## src/rtl/turn_scheduler.sv

```systemverilog
`default_nettype none
// +--------------------------------------------------------------------------+
// | turn_scheduler: buffers key events and issues only the active player's   |
// | commands to the game logic, rotating players on end-turn or timer expiry.|
// | Rev 1.0                                                                  |
// +--------------------------------------------------------------------------+
module turn_scheduler #(
  parameter int PLAYER_NUM   = 2,
  parameter int PLAYER_WIDTH = 2,
  parameter int FIFO_DEPTH   = 4,
  parameter int TURN_FRAMES  = 150,
  parameter int FRAME_WIDTH  = 8
) (
  input  logic                    clk_vga,
  input  logic                    reset_n,
  input  logic                    keyboard_locker,
  input  logic [2:0]              keyboard_data,
  input  logic                    vsync_tick,
  input  logic                    game_over,
  input  logic                    cmd_ready,
  output logic                    cmd_valid,
  output logic [2:0]              cmd_code,
  output logic [PLAYER_WIDTH-1:0] cmd_player,
  output logic [PLAYER_WIDTH-1:0] cur_player,
  output logic [FRAME_WIDTH-1:0]  turn_timer,
  output logic                    turn_start,
  output logic                    overflow,
  output logic                    halted
);

  localparam int PTR_W = $clog2(FIFO_DEPTH);
  localparam logic [PTR_W:0]            FULL_CNT    = FIFO_DEPTH[PTR_W:0];
  localparam logic [PLAYER_WIDTH-1:0]   LAST_PLAYER = PLAYER_WIDTH'(PLAYER_NUM - 1);
  localparam logic [FRAME_WIDTH-1:0]    TIMER_INIT  = FRAME_WIDTH'(TURN_FRAMES);
  localparam logic [2:0]                CODE_END    = 3'd7;

  typedef enum logic [1:0] {
    ST_RUN    = 2'd0,
    ST_ISSUE  = 2'd1,
    ST_SWITCH = 2'd2,
    ST_HALT   = 2'd3
  } state_t;

  state_t state_q, state_d;

  logic       locker_s1_q, locker_s2_q, locker_s3_q;
  logic [2:0] data_s1_q, data_s2_q;

  logic [2:0]              mem_q [FIFO_DEPTH];
  logic [2:0]              mem_d [FIFO_DEPTH];
  logic [PTR_W-1:0]        rd_ptr_q, rd_ptr_d, wr_ptr_q, wr_ptr_d;
  logic [PTR_W:0]          count_q, count_d;

  logic                    cmd_valid_q, cmd_valid_d;
  logic [2:0]              cmd_code_q, cmd_code_d;
  logic [PLAYER_WIDTH-1:0] cur_player_q, cur_player_d;
  logic [FRAME_WIDTH-1:0]  timer_q, timer_d;
  logic                    turn_start_q, turn_start_d;
  logic                    overflow_q, overflow_d;

  logic       key_event, push, pop, accepting;
  logic [2:0] head;

  always_comb begin
    state_d      = state_q;
    cmd_valid_d  = cmd_valid_q;
    cmd_code_d   = cmd_code_q;
    cur_player_d = cur_player_q;
    timer_d      = timer_q;
    overflow_d   = overflow_q;
    rd_ptr_d     = rd_ptr_q;
    wr_ptr_d     = wr_ptr_q;
    count_d      = count_q;
    mem_d        = mem_q;
    push         = 1'b0;
    pop          = 1'b0;
    key_event    = locker_s2_q & ~locker_s3_q;
    head         = mem_q[rd_ptr_q];
    accepting    = (state_q == ST_RUN) || (state_q == ST_ISSUE);
    turn_start_d = (state_q == ST_SWITCH);

    if (accepting && vsync_tick && (timer_q != '0)) begin
      timer_d = timer_q - FRAME_WIDTH'(1);
    end

    case (state_q)
      ST_RUN: begin
        if (game_over) begin
          state_d = ST_HALT;
        end else if (timer_q == '0) begin
          state_d = ST_SWITCH;
        end else if (count_q != '0) begin
          pop = 1'b1;
          if (head == CODE_END) begin
            state_d = ST_SWITCH;
          end else begin
            cmd_code_d  = head;
            cmd_valid_d = 1'b1;
            state_d     = ST_ISSUE;
          end
        end
      end
      ST_ISSUE: begin
        if (cmd_ready) begin
          cmd_valid_d = 1'b0;
          state_d     = ST_RUN;
        end
      end
      ST_SWITCH: begin
        cur_player_d = (cur_player_q == LAST_PLAYER) ? '0 : cur_player_q + PLAYER_WIDTH'(1);
        timer_d      = TIMER_INIT;
        overflow_d   = 1'b0;
        state_d      = ST_RUN;
      end
      default: begin
        cmd_valid_d = 1'b0;
      end
    endcase

    // A full FIFO can still accept when the head leaves on the same edge.
    if (key_event && accepting) begin
      if ((count_q != FULL_CNT) || pop) begin
        push = 1'b1;
      end else begin
        overflow_d = 1'b1;
      end
    end

    if (push) begin
      mem_d[wr_ptr_q] = data_s2_q;
      wr_ptr_d        = wr_ptr_q + PTR_W'(1);
    end
    if (pop) begin
      rd_ptr_d = rd_ptr_q + PTR_W'(1);
    end
    case ({push, pop})
      2'b10:   count_d = count_q + (PTR_W + 1)'(1);
      2'b01:   count_d = count_q - (PTR_W + 1)'(1);
      default: count_d = count_q;
    endcase

    if (state_q == ST_SWITCH) begin
      rd_ptr_d = '0;
      wr_ptr_d = '0;
      count_d  = '0;
    end
  end

  always_ff @(posedge clk_vga or negedge reset_n) begin
    if (!reset_n) begin
      state_q      <= ST_RUN;
      locker_s1_q  <= 1'b0;
      locker_s2_q  <= 1'b0;
      locker_s3_q  <= 1'b0;
      data_s1_q    <= '0;
      data_s2_q    <= '0;
      rd_ptr_q     <= '0;
      wr_ptr_q     <= '0;
      count_q      <= '0;
      cmd_valid_q  <= 1'b0;
      cmd_code_q   <= '0;
      cur_player_q <= '0;
      timer_q      <= TIMER_INIT;
      turn_start_q <= 1'b0;
      overflow_q   <= 1'b0;
      for (int i = 0; i < FIFO_DEPTH; i++) begin
        mem_q[i] <= '0;
      end
    end else begin
      state_q      <= state_d;
      locker_s1_q  <= keyboard_locker;
      locker_s2_q  <= locker_s1_q;
      locker_s3_q  <= locker_s2_q;
      data_s1_q    <= keyboard_data;
      data_s2_q    <= data_s1_q;
      rd_ptr_q     <= rd_ptr_d;
      wr_ptr_q     <= wr_ptr_d;
      count_q      <= count_d;
      cmd_valid_q  <= cmd_valid_d;
      cmd_code_q   <= cmd_code_d;
      cur_player_q <= cur_player_d;
      timer_q      <= timer_d;
      turn_start_q <= turn_start_d;
      overflow_q   <= overflow_d;
      mem_q        <= mem_d;
    end
  end

  assign cmd_valid  = cmd_valid_q;
  assign cmd_code   = cmd_code_q;
  assign cmd_player = cur_player_q;
  assign cur_player = cur_player_q;
  assign turn_timer = timer_q;
  assign turn_start = turn_start_q;
  assign overflow   = overflow_q;
  assign halted     = (state_q == ST_HALT);

endmodule
`default_nettype wire

```

## config.mk

```make
export PLATFORM = sky130hd
export DESIGN_NAME = turn_scheduler
export DESIGN_NICKNAME = d
export VERILOG_FILES = /design/src/rtl/turn_scheduler.sv
export SDC_FILE = /design/constraint.sdc
export NUM_CORES = 1
export LEC_CHECK = 0
export CAP_MARGIN = 20
export CORE_ASPECT_RATIO = 1.25
export CORE_MARGIN = 2
export CORE_UTILIZATION = 55
export CTS_BUF_LIST = sky130_fd_sc_hd__clkbuf_2
export CTS_CLUSTER_DIAMETER = 200
export CTS_CLUSTER_SIZE = 16
export DETAILED_ROUTE_END_ITERATION = 10
export GPL_TIMING_DRIVEN = 0
export MAX_ROUTING_LAYER = met4
export PLACE_DENSITY_LB_ADDON = 0.3
export SYNTH_ARGS = -nofsm -noshare
export SYNTH_HDL_FRONTEND = slang
export SYNTH_SLANG_ARGS = --single-unit
```

## constraint.sdc

```tcl
create_clock -name clk_vga -period 3.33 [get_ports clk_vga]
set_input_delay 0.333 -clock clk_vga [delete_from_list [all_inputs] [get_ports clk_vga]]
set_output_delay 0.333 -clock clk_vga [all_outputs]
set_load 0.01 [all_outputs]
```

==> results.yml <==
routing:
  drt-pass1-iter-count: 4
  vias: 1492
  ant_nets: 0
  wire_per_inst_um: 15.13
  drtIter0Drc: 85
  drc: 0
  vias_per_cell: 5.526
  totalWireLength_um: 4084
setup_path:
  timing.rr.end: "count_q[2]"
  crit_required_ns: 3.64
  rrSetupSlack_ns: 0.47
  arrival_ns: 3.16
  r2r_cells: 10
  slowest_delay_ns: 0.51
  critPathLaunchType: "flop"
  crit_path_end_kind: "flop"
  cpMaxStageDelayCell: "or3b_2"
  critPathKind: "flop to flop"
  path_cells: "inv_1 -> ha_1 -> or3b_2 -> o211ai_2 -> nor2_1 -> fa_1 -> inv_1 -> a2111oi_4 -> nor3_1 -> nor3b_2"
  crit_path_max_fanout: 8
  cp_common_cell: "inv_1"
  r2r_start: "turn_timer[0]"
final_layout:
  area_growth_pct: 18.57
  n_antenna_cell: 0
  final_area_sq_um: 2580
  fin_nets: 236
  fin_util_pct: 68.17
  drive_gt1_share_pct: 18.06
clocking:
  cts_tree: "done"
  cts_num_sinks: 46
  cts_root_buffer: "clkbuf_2"
  htree_levels: 2
  clk_latency_ns: 0.40
  path_clk_slew_ns: 0.22
  cts_made_buffers: 5
  clockBufferDepth: 2
  post_cts_buffers: 0
logic_synthesis:
  synth_area_sq_um: 2176
  ys_seq_area_share_pct: 53.13
  yosys_most_used_dff: "dfrtp_1"
  async_flop_share_pct: 100.0
  synthTopCellsByArea: "dfrtp_1 48%, ha_1 6.3%, mux2_2 6.2%, dfstp_2 4.8%, mux4_2 3.1%"
  synth_most_common_cell: "dfrtp_1"
  synth_seq_cells: 46
  avgSynthCellArea_sq_um: 12.16
  syn_inst: 179
  syn-num-nets: 200
  synth_top_area_share_pct: 48.30
  synth_edf_count: 0
  synth_cell_types: 40
  synth_top_cells_by_count: "42 x dfrtp_1, 15 x nor2_1, 12 x mux2_2, 11 x ha_1, 11 x nand2_1"
  yosysWarningCount: 0
  synth_top_cell_by_area: "dfrtp_1"
floorplanning:
  rows: 25
  io_pins: 28
  dieArea_sq_um: 4478
  die_w_um: 60.26
  start_util_pct: 57.49
  coreArea_sq_um: 3785
  die_h_um: 74.32
placement:
  dp_hpwl_um: 3097
  numPortBuffers: 27
  placed_cell_area_sq_um: 2529
  place.gp.congestion: 0.8303
sta:
  post-route-min-period_ns: 2.855
  finalCritPeriodShare_pct: 85.74
  hold_viol_final: 0
  fin_setup_tns_ns: 0
  slew_violations: 0
  tightestPinTransition_ns: 0.7649
  fmax_ghz: 0.3502
  setup_viol: 0
  rsz0062_at_grt: "no"
  finClkSkew_ns: 0.01519
  slew_headroom_pct: 48.90
hold_path:
  worstHoldPathType: "input pin to async pin"
grt:
  track_usage_pct: 22.04
  first_global_vias: 1533
  grt_pass1_wl_um: 6989
  antenna_found_initial: 0
  grt_max_degree: 30
  grt_overflow: 0
power:
  p_leak_nw: 1.097
  clkPwrFrac_pct: 10.4
  power.density_nw_per_um2: 805.7
  switching_share_pct: 37.62
  power_mw: 2.079
  combPwrFrac_pct: 45.1
  ir_drop_mv: 0.3840
  seqPwrFrac_pct: 44.6
  internal_power_mw: 1.297
  p_switching_mw: 0.7819
flow_run:
  maxCapViolCount: 0
outcome:
  status: "complete, no violations"
registers in the layout, summed over array words and instances (netlist names):
signal       count
cmd_code         3
cmd_player       2
cmd_valid        1
count_q          3
data_s1_q        3
data_s2_q        3
locker_s1_q      1
locker_s2_q      1
locker_s3_q      1
mem_q           12
overflow         1
rd_ptr_q         2
state_q          2
turn_start       1
turn_timer       8
wr_ptr_q         2
power by group through the flow:
| stage | Clock, mW | Sequential (mW) | Combinational, mW |
|---|---|---|---|
| CTS | 0.231 | 0.928 | 0.950 |
| global route | 0.250 | 0.958 | 1.05 |
| floorplan | 0 | 0.935 | 0.586 |
| finish | 0.215 | 0.926 | 0.937 |
| global placement | 0 | 0.920 | 0.891 |
| detailed placement | 0 | 0.940 | 0.944 |
placed cells by master, fill, tap and decap left out, drive strengths merged, types with 2 or more instances in the layout:
master,count
a2111oi,2
a21oi,5
buf,4
clkbuf,8
clkdlybuf4s50,26
clkinv,2
dfrtp,42
dfstp,4
ha,11
inv,8
mux2,12
mux4,3
nand2,11
nand2b,3
nand3,4
nor2,15
nor2b,4
nor3,7
nor3b,3
nor4,2
o21a,2
o21ai,8
o22a,3
o31ai,2
or3,2
xnor2,3
xor2,7
routing by layer:
metal  GRT usage (%)  part of all wire (%)  vias up
met2           38.53                    55       33
li1                -                     -      691
met3           5.217                   3.9        9
met5               -                     0        -
met4           8.642                   2.0        0
met1           23.74                    39      759
kinds of logic after synthesis:
logic type	count (synthesis)	synth area share, %
AO/OA/AOI/OAI	27	10.24
XOR/XNOR	10	4.026
adder cells (fa/ha/maj)	12	7.245
buffers and inverters	13	2.588
flip-flops	46	53.13
multiplexers	16	9.776
AND/OR/NAND/NOR	55	13.00
worst max-delay path by stage:
stage                             start         end  slack, ns  cells after the start
after floorplan           turn_timer[0]  count_q[2]       0.80                      9
after global placement    turn_timer[0]  count_q[2]       0.66                      9
after detailed placement  turn_timer[0]  count_q[2]       0.49                     10
after CTS                 turn_timer[0]  count_q[2]       0.45                     10
after global routing         state_q[1]  count_q[2]       0.24                     10
final                     turn_timer[0]  count_q[2]       0.47                     10
stage by stage:
stage	std cells	hold slack [ns]	setup slack (ns)
2_1_floorplan	179	0.03741	0.8047
3_3_place_gp	260	0.3335	0.6627
3_5_place_dp	261	0.2947	0.4881
4_1_cts	270	0.3123	0.4534
5_1_grt	270	0.2920	0.2442
6_report	270	0.3515	0.4747
final cells by class:
cell class / instances / area [sq um]
tap: 54 / 67.56
inverter: 8 / 30.03
multi-input combinational: 120 / 963.4
sequential: 46 / 1156
buffer: 5 / 26.28
timing repair buffer: 29 / 295.3
clock buffer: 5 / 25.02
clock inverter: 3 / 16.27
fill: 287 / 1205
timing repair:
action / 4_1_cts / 5_1_grt
hold endpoints to repair: 13 / 0
hold buffers: 1 / 0
gates resized for setup: 0 / 0
critical path: cells and delay by family, from the launching register on:
family	cells	cell delay, ns
buffers and inverters	2	0.22
DFF	1	0.47
adders and majority gates	2	0.61
AOI/OAI and AO/OA	2	0.43
and+or+nand+nor	4	1.03
Power figures use the tool's default switching activity.
